[src/rtl/flash_reader.sv]
// flash_reader: SPI master issuing 0x03 reads to a serial flash and streaming bytes over valid/ready.
module flash_reader #(
  parameter int          CountBitWidth = 16,
  parameter logic [7:0]  ReadCommand   = 8'h03,
  parameter int          CsHighCycles  = 4
) (
  input  logic                     clk,
  input  logic                     rst_n,
  input  logic                     start,
  input  logic [23:0]              address,
  input  logic [CountBitWidth-1:0] count,
  output logic                     busy,
  output logic [7:0]               data,
  output logic                     data_valid,
  input  logic                     data_ready,
  output logic                     done,
  output logic                     flash_clk,
  output logic                     flash_cs_n,
  output logic                     flash_mosi,
  input  logic                     flash_miso
);
  typedef enum logic [2:0] {IDLE, CMD, ADDR, DATA, REC} state_e;
  localparam int RcW = $clog2(CsHighCycles + 1);
  localparam logic [RcW-1:0] RcLast = RcW'(CsHighCycles - 1);
  localparam logic [CountBitWidth-1:0] One = 1;
  state_e state_q, state_d;
  logic sck_q, sck_d, mosi_q, mosi_d, cs_n_q, cs_n_d;
  logic pend_q, pend_d, valid_q, valid_d, done_q, done_d;
  logic [4:0] bit_q, bit_d;
  logic [31:0] tx_q, tx_d;
  logic [7:0] rx_q, rx_d, data_q, data_d;
  logic [CountBitWidth-1:0] rem_q, rem_d;
  logic [RcW-1:0] rc_q, rc_d;
  logic accept, shifting, rise, fall, bit_last, byte_done, can_load, load, last_load, rec_done;
  assign accept    = state_q == IDLE && start;
  assign shifting  = (state_q == CMD || state_q == ADDR || state_q == DATA) && !pend_q;
  assign rise      = shifting && !sck_q;
  assign fall      = shifting && sck_q;
  assign bit_last  = bit_q == (state_q == ADDR ? 5'd23 : 5'd7);
  assign byte_done = fall && bit_last && state_q == DATA;
  assign can_load  = !valid_q || data_ready;
  // A completed byte waits in rx_q (clock paused) until the holding register frees up
  assign load      = (byte_done || pend_q) && can_load;
  assign last_load = load && rem_q == (pend_q ? '0 : One);
  assign rec_done  = state_q == REC && rc_q == RcLast && can_load;
  always_ff @(posedge clk) begin
    if (!rst_n) state_q <= IDLE;
    else        state_q <= state_d;
  end
  always_comb begin
    state_d = state_q;
    unique case (state_q)
      IDLE:    if (start) state_d = (count == '0) ? REC : CMD;
      CMD:     if (fall && bit_last) state_d = ADDR;
      ADDR:    if (fall && bit_last) state_d = DATA;
      DATA:    if (last_load) state_d = REC;
      REC:     if (rec_done) state_d = IDLE;
      default: state_d = IDLE;
    endcase
  end
  always_comb begin
    busy       = state_q != IDLE;
    data       = data_q;
    data_valid = valid_q;
    done       = done_q;
    flash_clk  = sck_q;
    flash_cs_n = cs_n_q;
    flash_mosi = mosi_q;
  end
  always_comb begin
    sck_d   = rise;
    mosi_d  = rise ? tx_q[31] : mosi_q;
    bit_d   = accept ? 5'd0 : fall ? (bit_last ? 5'd0 : bit_q + 5'd1) : bit_q;
    tx_d    = accept ? {ReadCommand, address} : fall ? {tx_q[30:0], 1'b0} : tx_q;
    rx_d    = rise ? {rx_q[6:0], flash_miso} : rx_q;
    rem_d   = accept ? count : byte_done ? rem_q - One : rem_q;
    pend_d  = (byte_done || pend_q) && !can_load;
    data_d  = load ? rx_q : data_q;
    valid_d = load || (valid_q && !data_ready);
    cs_n_d  = accept ? (count == '0) : last_load ? 1'b1 : cs_n_q;
    rc_d    = state_q != REC ? '0 : (rc_q == RcLast ? rc_q : rc_q + 1'b1);
    done_d  = rec_done;
  end
  always_ff @(posedge clk) begin
    if (!rst_n) begin
      sck_q   <= 1'b0;
      mosi_q  <= 1'b0;
      cs_n_q  <= 1'b1;
      pend_q  <= 1'b0;
      valid_q <= 1'b0;
      done_q  <= 1'b0;
      bit_q   <= '0;
      tx_q    <= '0;
      rx_q    <= '0;
      data_q  <= '0;
      rem_q   <= '0;
      rc_q    <= '0;
    end else begin
      sck_q   <= sck_d;
      mosi_q  <= mosi_d;
      cs_n_q  <= cs_n_d;
      pend_q  <= pend_d;
      valid_q <= valid_d;
      done_q  <= done_d;
      bit_q   <= bit_d;
      tx_q    <= tx_d;
      rx_q    <= rx_d;
      data_q  <= data_d;
      rem_q   <= rem_d;
      rc_q    <= rc_d;
    end
  end
endmodule

[config.mk]
export PLATFORM = sky130hd
export DESIGN_NAME = flash_reader
export DESIGN_NICKNAME = d
export VERILOG_FILES = /design/src/rtl/flash_reader.sv
export SDC_FILE = /design/constraint.sdc
export NUM_CORES = 1
export LEC_CHECK = 0
export CORE_MARGIN = 10
export CORE_UTILIZATION = 48
export CTS_CLUSTER_SIZE = 40
export DETAILED_ROUTE_END_ITERATION = 10
export GPL_ROUTABILITY_DRIVEN = 1
export PLACE_DENSITY = 0.77
export SYNTH_ARGS = -nofsm -noshare
export SYNTH_HDL_FRONTEND = slang
export SYNTH_SLANG_ARGS = --single-unit
[constraint.sdc]
create_clock -name clk -period 1.95 [get_ports clk]
set_input_delay 0.39 -clock clk [delete_from_list [all_inputs] [get_ports clk]]
set_output_delay 0.39 -clock clk [all_outputs]
set_load 0.05 [all_outputs]
==> results.sh <==
export IMPL_grt_overflow_total=0
export IMPL_die_h_um=107
export IMPL_syn_inst=437
export IMPL_port_buffer_count=58
export IMPL_nFillCells=601
export IMPL_mostFrequentLayoutCells="79 x dfxtp_1, 73 x nand2_1, 53 x nor2_1"
export IMPL_power_density_nw_per_um2=1040
export IMPL_synthDistinctLibCells=47
export IMPL_min_from="tx_q[26]"
export IMPL_vias_per_cell=5.57
export IMPL_cts_root_buf="clkbuf_8"
export IMPL_layout_nets=578
export IMPL_routed_wirelength_mm=9.90
export IMPL_gp_congestion=0.872
export IMPL_end_kind="register"
export IMPL_power_share_combinational_pct=34.9
export IMPL_die_area_um2=11400
export IMPL_cp_required_ns=2.23
export IMPL_min_period_ns=1.94
export IMPL_path_class="reg -> reg"
export IMPL_critPathMaxFanout=5
export IMPL_power_w=0.00513
export IMPL_p_int_w=0.00332
export IMPL_cp_start_kind="register"
export IMPL_drive_gt1_share_pct=18.4
export IMPL_crit_path_cell_trace="or4_4, or4_4, or3_1, a31oi_1"
export IMPL_max_freq_ghz=0.515
export IMPL_ys_seq_area_share_pct=44.9
export IMPL_rsz0062_at_grt="yes"
export IMPL_regArea_um2=1630
export IMPL_final_core_util_pct=67.7
export IMPL_cts_tree="built"
export IMPL_drtIter0Drc=153
export IMPL_ant_nets=0
export IMPL_dr_pass1_iters=4
export IMPL_cts_buffers=9
export IMPL_dp_hpwl_mm=7.06
export IMPL_synth_seq_cells=81
export IMPL_synth_ff_type="dfxtp_1"
export IMPL_setup_viol=0
export IMPL_synth_edf_count=0
export IMPL_drc=0
export IMPL_initial_core_util_pct=49.5
export IMPL_synth_area_per_cell_um2=8.27
export IMPL_switchingPower_w=0.00180
export IMPL_syn2layout_area_growth_pct=36.6
export IMPL_clkSinkCount=81
export IMPL_multi_input_area_um2=1910
export IMPL_seq_power_share_pct=40.6
export IMPL_p_sw_share_pct=35.2
export IMPL_antenna_found_initial=0
export IMPL_htreeDepth=3
export IMPL_cpMostUsedCell="or4_4"
export IMPL_core_um2=7290
export IMPL_drv_cap=0
export IMPL_drv_slew=0
export IMPL_rows=31
export IMPL_leakage_nw=1.92
export IMPL_antenna_cells=0
export IMPL_syn_area_um2=3610
export IMPL_gr_usage_all_layers_pct=16.9
export IMPL_io_pins=59
export IMPL_grt_pass1_vias=3344
export IMPL_yosys_warnings=0
export IMPL_die_w_um=107
export IMPL_cts_clk_slew_worst_paths_ns=0.09
export IMPL_r2r_start="rem_q[9]"
export IMPL_skew_ns=0.0133
export IMPL_arrival_ns=2.22
export IMPL_finalCritPeriodShare_pct=99.6
export IMPL_maxSlewHeadroom_pct=65.5
export IMPL_num_vias=3524
export IMPL_syn_num_nets=486
export IMPL_grt_max_degree=36
export IMPL_hold_class="reg -> reg"
export IMPL_pwr_share_clk_pct=24.5
export IMPL_cts_max_path_buffers=2
export IMPL_startpoint="rem_q[9]"
export IMPL_grt_pass1_wl_mm=16.2
export IMPL_routedWlPerCell_um=15.6
export IMPL_final_common_cell="dfxtp_1"
export IMPL_clk_insertion_delay_late_ns=0.35
export IMPL_r2r_slack_ns=0.008
export IMPL_cpPeakStageDelay_ns=0.57
export IMPL_status="completed"
export IMPL_slowest_stage="or4_4"
export IMPL_ir_worst_vdd_mv=0.730
export IMPL_async_reset_ff_share_pct=0
export IMPL_hold_viol=0
export IMPL_tightest_slew_ns=0.517
-- final cells by class --
cell class	count	area share, %
flip-flops and latches	81	33.0
well taps	99	2.51
clock inverters	7	1.52
inverters	7	0.532
clock buffers	9	2.51
multi-input cells	319	38.8
repair buffers	111	21.2
-- layer usage --
metal	wire, um	global-route usage [%]	up-vias
li1	-	-	1754
met1	4520	21.3	1669
met2	4740	28.0	95
met3	576	4.13	6
met4	72	4.84	0
met5	0	0	-
-- metrics by stage --
step | std cells | hold slack, ns | TNS, ns | area (um^2) | setup slack (ns)
2_1_floorplan | 437 | 0.432 | 0 | 3620 | 0.0202
3_3_place_gp | 615 | 0.438 | -0.458 | 4650 | -0.0545
3_5_place_dp | 615 | 0.451 | -0.857 | 4650 | -0.105
4_1_cts | 631 | 0.466 | 0 | 4860 | 0.0146
5_1_grt | 633 | 0.486 | -0.175 | 4940 | -0.0759
6_report | 633 | 0.465 | 0 | 4940 | 0.00803
-- registers in the layout, indices dropped and copies added, names as in the netlist, 3 cells and up --
| name | flops |
|---|---|
| data | 8 |
| tx_q | 32 |
| rc_q | 3 |
| bit_q | 5 |
| state_q | 3 |
| rem_q | 16 |
| rx_q | 8 |
-- kinds of logic (layout without fill, tap and decap cells) --
logic type	after synthesis	after routing	share of synthesized area, %
multiplexers	20	20	5.54
XOR/XNOR	9	9	2.18
flip-flops	81	81	44.9
adder cells (fa/ha/maj)	4	4	1.39
AND/OR/NAND/NOR	196	196	24.8
buffers and inverters	37	134	3.98
AO/OA/AOI/OAI	90	90	17.2
-- cell usage after synthesis, types with 2 or more instances --
cell,instances,share of area [%]
nor4_1,10,1.7
nor2_1,54,5.6
a21oi_1,23,3.2
a22oi_1,5,1.0
inv_1,6,0.62
and3_1,5,0.87
xnor2_1,3,0.73
ha_1,4,1.4
o311ai_0,6,1.5
o211ai_1,3,0.62
xor2_1,6,1.5
nand2b_1,2,0.35
o22ai_1,7,1.2
a311oi_1,14,3.4
a31oi_1,12,2.1
clkbuf_1,25,2.6
buf_2,4,0.55
nor3_1,19,2.6
dfxtp_1,81,45
nand2_1,74,7.7
o21ai_0,6,0.83
nand3_1,7,0.97
a211oi_1,4,0.83
mux2i_1,20,5.5
or2_2,4,0.69
or4_1,6,1.2
o21a_1,2,0.42
nand4_1,4,0.69
and2_1,2,0.35
or3_1,2,0.35
-- power groups by stage --
stage,Clock (W),Combinational [W],Sequential [W]
after global routing,0.00134,0.00195,0.00210
after floorplan,0,0.00108,0.00211
after detailed placement,0,0.00173,0.00211
after global placement,0,0.00170,0.00210
after CTS,0.00127,0.00176,0.00207
final,0.00126,0.00179,0.00208
-- worst max-delay path, delay by kind of cell (launching register included) --
family	cells	cell delay, ns
AND/OR/NAND/NOR	3	1.42
flip-flops	1	0.32
AO/OA/AOI/OAI	1	0.13
-- what timing repair did --
action,CTS,global route
resized for setup,3,18
pin swaps,0,1
hold buffers,0,0
setup buffers,0,2
setup endpoints to repair,6,34
-- path summary, 6_finish.rpt --
| path | to | depth (start not counted) |
|---|---|---|
| hold reg to reg | tx_q[27] | 2 |
| hold / removal | tx_q[27] | 2 |
| setup reg to reg | rem_q[15] | 4 |
| setup / recovery | rem_q[15] | 4 |
Power figures use the tool's default switching activity.
